$ cat src/rtl/pipeline_fetch_if.sv
// Instruction-memory bus between the fetch stage (master) and the memory (slave).
interface pipeline_fetch_if #(
  parameter int ADDR_WIDTH = 64,
  parameter int DATA_WIDTH = 64
);
  logic                  mem_req;
  logic [ADDR_WIDTH-1:0] mem_addr;
  logic                  mem_req_ack;
  logic                  mem_resp_valid;
  logic [DATA_WIDTH-1:0] mem_resp_data;

  modport master (output mem_req, mem_addr, input mem_req_ack, mem_resp_valid, mem_resp_data);
  modport slave  (input mem_req, mem_addr, output mem_req_ack, mem_resp_valid, mem_resp_data);
endinterface

$ cat src/rtl/pipeline_fetch.sv
// Single-outstanding instruction fetch stage with redirect and one-response drop.
// Optional FETCH_LINE_REUSE_EN: serve the upper half of the last fetched line without a new request.
module pipeline_fetch #(
  parameter int ADDR_WIDTH = 64,
  parameter int DATA_WIDTH = 64
) (
  input  logic                    clk,
  input  logic                    reset,
  input  logic [ADDR_WIDTH-1:0]   entry_pc,
  pipeline_fetch_if.master        mem,
  input  logic                    redirect,
  input  logic [ADDR_WIDTH-1:0]   redirect_pc,
  input  logic                    next_stage_ready,
  output logic [DATA_WIDTH/2-1:0] instruction,
  output logic [ADDR_WIDTH-1:0]   instruction_pc
);
  localparam int IW = DATA_WIDTH / 2;
  localparam logic [IW-1:0] BUBBLE = IW'(90);

  typedef enum logic [2:0] {IDLE, REQ, WAIT, DROP, HOLD} state_t;

  state_t                state;
  logic [ADDR_WIDTH-1:0] pc;
  logic                  mem_req_q;
  logic [ADDR_WIDTH-1:0] pc_inc;
  logic [IW-1:0]         resp_lo, resp_hi;

`ifdef FETCH_LINE_REUSE_EN
  logic                  line_vld;
  logic [ADDR_WIDTH-4:0] line_tag;
  logic [IW-1:0]         line_hi;
  logic                  reuse_hit;
  assign reuse_hit = !pc[2] && line_vld && (line_tag == pc[ADDR_WIDTH-1:3]);
`endif

  assign pc_inc       = pc + ADDR_WIDTH'(4);
  assign resp_lo      = mem.mem_resp_data[IW-1:0];
  assign resp_hi      = mem.mem_resp_data[DATA_WIDTH-1:IW];
  assign mem.mem_req  = mem_req_q;
  assign mem.mem_addr = {pc[ADDR_WIDTH-1:3], 3'b000};

  always_ff @(posedge clk) begin
    if (reset) begin
      state          <= IDLE;
      pc             <= entry_pc;
      mem_req_q      <= 1'b0;
      instruction    <= BUBBLE;
      instruction_pc <= '0;
`ifdef FETCH_LINE_REUSE_EN
      line_vld       <= 1'b0;
`endif
    end else if (redirect) begin
      pc             <= {redirect_pc[ADDR_WIDTH-1:2], 2'b00};
      instruction    <= BUBBLE;
      instruction_pc <= '0;
`ifdef FETCH_LINE_REUSE_EN
      line_vld       <= 1'b0;
`endif
      // A request already accepted by memory must have its response swallowed.
      unique case (state)
        WAIT:    begin state <= mem.mem_resp_valid ? REQ : DROP; mem_req_q <= mem.mem_resp_valid; end
        REQ:     begin state <= mem.mem_req_ack ? DROP : REQ;    mem_req_q <= !mem.mem_req_ack;   end
        DROP:    begin state <= mem.mem_resp_valid ? REQ : DROP; mem_req_q <= mem.mem_resp_valid; end
        default: begin state <= REQ;                             mem_req_q <= 1'b1;               end
      endcase
    end else begin
      unique case (state)
        IDLE: begin
          state     <= REQ;
          mem_req_q <= 1'b1;
        end
        REQ: if (mem.mem_req_ack) begin
          state     <= WAIT;
          mem_req_q <= 1'b0;
        end
        WAIT: if (mem.mem_resp_valid) begin
          state          <= HOLD;
          instruction    <= pc[2] ? resp_hi : resp_lo;
          instruction_pc <= pc;
`ifdef FETCH_LINE_REUSE_EN
          line_vld       <= 1'b1;
          line_tag       <= pc[ADDR_WIDTH-1:3];
          line_hi        <= resp_hi;
`endif
        end
        DROP: if (mem.mem_resp_valid) begin
          state     <= REQ;
          mem_req_q <= 1'b1;
        end
        HOLD: if (next_stage_ready) begin
          pc <= pc_inc;
`ifdef FETCH_LINE_REUSE_EN
          if (reuse_hit) begin
            instruction    <= line_hi;
            instruction_pc <= pc_inc;
          end else begin
            state          <= REQ;
            mem_req_q      <= 1'b1;
            instruction    <= BUBBLE;
            instruction_pc <= '0;
          end
`else
          state          <= REQ;
          mem_req_q      <= 1'b1;
          instruction    <= BUBBLE;
          instruction_pc <= '0;
`endif
        end
        default: begin
          state     <= IDLE;
          mem_req_q <= 1'b0;
        end
      endcase
    end
  end
endmodule
$ cat src/flat_wrapper.sv
// flat-port wrapper written by rule: the top's interface ports become plain ports
module pipeline_fetch_flat 
#(
  parameter int ADDR_WIDTH = 64,
  parameter int DATA_WIDTH = 64
)
  (clk, reset, entry_pc, redirect, redirect_pc, next_stage_ready, instruction, instruction_pc, mem_mem_req, mem_mem_addr, mem_mem_req_ack, mem_mem_resp_valid, mem_mem_resp_data);
  pipeline_fetch_if #(.ADDR_WIDTH(ADDR_WIDTH), .DATA_WIDTH(DATA_WIDTH)) mem_i ();
  input  logic clk;
  input  logic reset;
  input  logic [ADDR_WIDTH-1:0] entry_pc;
  input  logic redirect;
  input  logic [ADDR_WIDTH-1:0] redirect_pc;
  input  logic next_stage_ready;
  output logic [DATA_WIDTH/2-1:0] instruction;
  output logic [ADDR_WIDTH-1:0] instruction_pc;
  output wire logic [$bits(mem_i.mem_req)-1:0] mem_mem_req;
  output wire logic [$bits(mem_i.mem_addr)-1:0] mem_mem_addr;
  input wire logic [$bits(mem_i.mem_req_ack)-1:0] mem_mem_req_ack;
  input wire logic [$bits(mem_i.mem_resp_valid)-1:0] mem_mem_resp_valid;
  input wire logic [$bits(mem_i.mem_resp_data)-1:0] mem_mem_resp_data;
  assign mem_mem_req = mem_i.mem_req;
  assign mem_mem_addr = mem_i.mem_addr;
  assign mem_i.mem_req_ack = mem_mem_req_ack;
  assign mem_i.mem_resp_valid = mem_mem_resp_valid;
  assign mem_i.mem_resp_data = mem_mem_resp_data;
  pipeline_fetch #(.ADDR_WIDTH(ADDR_WIDTH), .DATA_WIDTH(DATA_WIDTH)) u_core (.clk(clk), .reset(reset), .entry_pc(entry_pc), .mem(mem_i), .redirect(redirect), .redirect_pc(redirect_pc), .next_stage_ready(next_stage_ready), .instruction(instruction), .instruction_pc(instruction_pc));
endmodule
$ cat config.mk
export PLATFORM = sky130hd
export DESIGN_NAME = pipeline_fetch_flat
export DESIGN_NICKNAME = d
export VERILOG_FILES = /design/src/rtl/pipeline_fetch_if.sv /design/src/rtl/pipeline_fetch.sv /design/src/flat_wrapper.sv
export SDC_FILE = /design/constraint.sdc
export NUM_CORES = 1
export LEC_CHECK = 0
export CAP_MARGIN = 20
export CORE_AREA = 2 2 149 151
export DETAILED_ROUTE_END_ITERATION = 10
export DIE_AREA = 0 0 151 153
export DONT_BUFFER_PORTS = 1
export GPL_ROUTABILITY_DRIVEN = 0
export PLACE_DENSITY_LB_ADDON = 0.05
export SLEW_MARGIN = 20
export SYNTH_ARGS = -nofsm -noshare
export SYNTH_HDL_FRONTEND = slang
export SYNTH_SLANG_ARGS = --single-unit
$ cat constraint.sdc
create_clock -name clk -period 5.6 [get_ports clk]
set_clock_uncertainty 0.1 [all_clocks]
set_input_delay 0.56 -clock clk [delete_from_list [all_inputs] [get_ports clk]]
set_output_delay 0.56 -clock clk [all_outputs]
set_load 0.02 [all_outputs]
# --- After elaboration in Yosys (flattened, before gate mapping) ---
# Cells that the tools add are included.
totals:
  register_bits: 164
  input_bits: 198
  elab_cells: 54
classes:
  add_sub_neg: 1
  eq_ne: 11
  mux: 26
  reduce_logical: 11
ops:
  columns: ["op", "n"]
  rows:
  - ["2-to-1 mux 64 bit", 6]
  - ["case mux 64 bit (2 select lines)", 1]
  - ["2-to-1 mux 32 bit", 3]
  - ["adder 64 x 3 -> 64 bit (second input constant)", 1]
  - ["case mux 32 bit (2 select lines)", 1]
  - ["2-to-1 mux 3 bit", 5]
  - ["case mux 3 bit (5 select lines)", 1]
  - ["inequality test 3 bit (second input constant)", 4]
  - ["AND reduction 4 bit", 2]
  - ["equality test 3 x 2 -> 1 bit (second input constant)", 2]
  - ["inequality test 2 bit (second input constant)", 3]
  - ["case mux 3 bit (2 select lines)", 1]
  - ["nonzero test 3 bit", 2]
  - ["case mux 1 bit (5 select lines)", 1]
  - ["2-to-1 mux 1 bit", 4]
  - ["2-to-1 mux 2 bit", 2]
  - ["OR reduction 2 bit", 2]
  - ["equality test 3 x 1 -> 1 bit (second input constant)", 1]
  - ["equality test 3 bit (second input constant)", 1]
  - ["logical NOT 3 bit", 1]
  - ["AND reduction 3 bit", 1]
  - ["case mux 1 bit (2 select lines)", 1]
  - ["AND reduction 2 bit", 1]
  - ["nonzero test 2 bit", 1]
  - ["logical NOT 1 bit", 1]

# --- Longest topological paths before layout ---
logic_depth:
  ltp_word: 5
  ltp_mapped: 8

# --- Worst setup path before layout ---
# No wires, ideal clock.
synth_timing:
  path_type: "reg-to-reg"
  start: "reg u_core.state[0]"
  end: "reg u_core.pc[10] (enable)"
  setup_ns: 0.568
  arrival_time_ns: 4.986
  t_required_ns: 4.932
  slack_ns: -0.054
  path_stages_with_launch: 4
  n_path_buf: 1
  synth_period_minus_slack_ns: 5.654
  cell_sequence: "dfxtp_1 -> clkbuf_1 -> nand2b_1 -> o21ai_0"
synth_between:
  elab_chain_cells: 3
synth_rtl:
  columns: ["element", "line_no", "source"]
  rows:
  - ["start, declared", "pipeline_fetch.sv:22", "state_t state;"]
  - ["start signal, assigned", "pipeline_fetch.sv:61", "WAIT: begin state <= mem.mem_resp_valid ? REQ : DROP; mem_req_q <= mem.mem_resp_valid; end"]
  - ["start signal, assigned", "pipeline_fetch.sv:62", "REQ: begin state <= mem.mem_req_ack ? DROP : REQ; mem_req_q <= !mem.mem_req_ack; end"]
  - ["start signal, assigned", "pipeline_fetch.sv:63", "DROP: begin state <= mem.mem_resp_valid ? REQ : DROP; mem_req_q <= mem.mem_resp_valid; end"]
  - ["equality test 3 bit", "pipeline_fetch.sv:67", "unique case (state)"]
  - ["nonzero test 3 bit (no line)", null, null]
  - ["AND reduction 2 bit (no line)", null, null]
  - ["end signal, assigned", "pipeline_fetch.sv:45", "pc <= entry_pc;"]
  - ["end signal, assigned", "pipeline_fetch.sv:53", "pc <= {redirect_pc[ADDR_WIDTH-1:2], 2'b00};"]
  - ["end signal, assigned", "pipeline_fetch.sv:91", "pc <= pc_inc;"]
  - ["end, declared", "pipeline_fetch.sv:23", "logic [ADDR_WIDTH-1:0] pc;"]
# No other way between the ends.
# A chain may end at the register's enable or synchronous reset.

# --- Worst setup path after layout ---
layout_timing:
  start: "reg u_core.pc[2]"
  end: "reg u_core.pc[59], data pin"
layout_between:
  elab_chain_cells: 5
layout_rtl:
  columns: ["element", "line_no", "source"]
  rows:
  - ["adder 64 x 3 -> 64 bit", "pipeline_fetch.sv:36", "assign pc_inc = pc + ADDR_WIDTH'(4);"]
  - ["2-to-1 mux 64 bit", "pipeline_fetch.sv:90", "HOLD: if (next_stage_ready) begin"]
  - ["2-to-1 mux 64 bit", "pipeline_fetch.sv:67", null]
  - ["2-to-1 mux 64 bit", "pipeline_fetch.sv:52", "end else if (redirect) begin"]
  - ["2-to-1 mux 64 bit", "pipeline_fetch.sv:43", "if (reset) begin"]
# No other way between the ends. The select of a mux whose other input is x is not followed.

==> results.sh <==
export IMPL_fin_nets=1049
export IMPL_cp_arrival_ns=3.37
export IMPL_fin_tns_setup_ns=0
export IMPL_power_density_nw_per_um2=325.9
export IMPL_core_area_sq_um=21490
export IMPL_synthCells=944
export IMPL_rows=54
export IMPL_vias=6516
export IMPL_ant_nets=0
export IMPL_clock_sinks=164
export IMPL_grt_usage_pct=21.16
export IMPL_worstSetupStartpointType="register"
export IMPL_holdWs_ns=0.1733
export IMPL_cts_root_buf="clkbuf_16"
export IMPL_min_period_ns=3.293
export IMPL_drive_gt1_share_pct=7.068
export IMPL_wl_per_cell_um=21.81
export IMPL_yosys_area_top_type="dfxtp_1"
export IMPL_cp_required_ns=5.68
export IMPL_dieArea_sq_um=23100
export IMPL_max_stage_delay_ns=0.60
export IMPL_grt_first_pass_wirelength_um=37790
export IMPL_remaining_drc_errors=0
export IMPL_status="complete, no violations"
export IMPL_die_h_um=153
export IMPL_netlist_area_sq_um=8491
export IMPL_yosysTopAreaCellShare_pct=23.58
export IMPL_cts_resized=0
export IMPL_synth_distinct_cells=52
export IMPL_slowest_stage="nand4_1"
export IMPL_max_freq_ghz=0.3037
export IMPL_cp_end_kind="register"
export IMPL_synth_most_common_cell="nor2_1"
export IMPL_hold_viol=0
export IMPL_totalWireLength_um=24970
export IMPL_power_total_uw=2874
export IMPL_leakagePower_uw=0.002962
export IMPL_hold_path_class="primary input to register"
export IMPL_die_width_um=151
export IMPL_cts_htree_levels=4
export IMPL_stdcell_area_sq_um=8820
export IMPL_yosys_top_cells_area="dfxtp_1, edfxtp_1, a22oi_1"
export IMPL_setup_viol=0
export IMPL_cts_setup_buffers=0
export IMPL_antenna_found_initial=3
export IMPL_ys_async_sr_fraction_pct=0
export IMPL_worstMarginPinSlew_ns=1.034
export IMPL_grt_ovfl_total=0
export IMPL_avgViaCountPerCell=5.691
export IMPL_area_growth_pct=3.876
export IMPL_irDropWorstVdd_uv=172.2
export IMPL_synth_seq_area_share_pct=46.21
export IMPL_dpl_cell_area_sq_um=8243
export IMPL_yosys_register_bits=164
export IMPL_tritoncts="built"
export IMPL_ios=359
export IMPL_port_buffers=0
export IMPL_synth_warnings=0
export IMPL_synth_top_flop_cell="dfxtp_1"
export IMPL_grt_max_degree=93
export IMPL_grt_pass1_vias=6554
export IMPL_clockBufferDepth=2
export IMPL_rsz0062_at_grt="no"
export IMPL_maxCapViolations=0
export IMPL_syn_area_per_cell_sq_um=8.994
export IMPL_insertion_delay_ns=0.42
export IMPL_cts_hold_buffers=0
export IMPL_crit_fanout=38
export IMPL_post_route_period_util_pct=58.80
export IMPL_initial_core_util_pct=39.52
export IMPL_drt_iter0_markers=308
export IMPL_critical_path_class="register to register"
export IMPL_final_max_slew_violation_count=0
export IMPL_slew_limit_headroom_pct=30.82
export IMPL_dr_pass1_iters=5
export IMPL_post_dp_hpwl_um=17640
export IMPL_netlist_top_cells_count="nor2_1, dfxtp_1, a22oi_1"
export IMPL_crit_chain="buf_4 -> nand3_1 -> nor4_4 -> nand4_1 -> nor3_1 -> xnor2_1 -> a21oi_1"
export IMPL_synth_edff_count=64
export IMPL_cts_reportedPaths_clkPinSlew_ns=0.07
export IMPL_cts_buffers_inserted=17
-- path summary, 6_finish.rpt --
path / from / to / slack, ns / cells past startpoint
max: u_core.pc[2] / u_core.pc[59] / 2.31 / 7
min reg2reg: u_core.pc[0] / u_core.instruction_pc[0] / 0.41 / 2
min: reset / u_core.state[1] / 0.17 / 1
max reg2reg: u_core.pc[2] / u_core.pc[59] / 2.31 / 7
-- per-stage QoR --
stage,setup WS [ns],std cells,util [%]
2_1_floorplan,1.620,946,-
3_3_place_gp,2.288,1111,38.36
3_5_place_dp,2.246,1111,38.36
4_1_cts,2.245,1143,41.00
5_1_grt,1.940,1144,41.04
6_report,2.307,1145,41.05
-- sequential cells by signal (all words and copies together) (netlist names) --
signal	flops
u_core.pc	64
u_core.state	3
u_core.instruction_pc	64
u_core.instruction	32
u_core.mem.mem_req	1
-- layout by cell type (no fill, tap or decap), types with 6 or more instances in the layout --
cell,count
mux2_2,7
o21ai_0,51
nor2_1,150
nand3_1,22
xor2_1,17
inv_1,15
a21oi_1,56
edfxtp_1,64
nand4_1,16
a22oi_1,87
mux2i_1,41
nor3_1,15
clkbuf_16,18
buf_4,10
nor4_1,6
xnor2_1,38
nand2_1,63
dfxtp_1,100
o22ai_1,14
-- logic make-up after synthesis --
family	after synthesis	synth area share, %
and+or+nand+nor	307	16.33
xor gates and xnor gates	55	5.673
adders and majority gates	1	0.1473
AOI/OAI and AO/OA	226	16.62
DFF	164	46.21
muxes	48	5.762
other	1	0.04417
buffers and inverters	142	9.210
-- power breakdown --
part           internal, uW  switching [uW]
registers              1310             166
clock network           627             516
logic                   109             144
-- critical path: cells and delay by family, from the launching register on --
family                 cells  cell delay (ns)
AO/OA/AOI/OAI              1             0.08
buffers and inverters      1             0.46
flip-flops                 1             0.32
AND/OR/NAND/NOR            4             1.90
XOR/XNOR                   1             0.17
-- area by class of cell --
cell class | instances | area (sq um)
inverter | 17 | 66.31
multi-input combinational | 640 | 3832
fill | 2167 | 12670
timing repair buffer | 10 | 75.07
clock inverter | 11 | 85.08
tap | 280 | 350.3
sequential | 164 | 3924
antenna | 2 | 5.005
clock buffer | 21 | 481.7
-- metal layers --
| layer | share of wire, % | global-route usage, % | vias to the layer above | wire length (um) |
|---|---|---|---|---|
| li1 | - | - | 3107 | - |
| met1 | 40 | 25.79 | 3103 | 10110 |
| met2 | 50 | 36.02 | 273 | 12380 |
| met3 | 8.5 | 6.507 | 31 | 2134 |
| met4 | 1.4 | 5.830 | 2 | 342 |
| met5 | 0.040 | 0 | - | 10 |
Power figures use the tool's default switching activity.
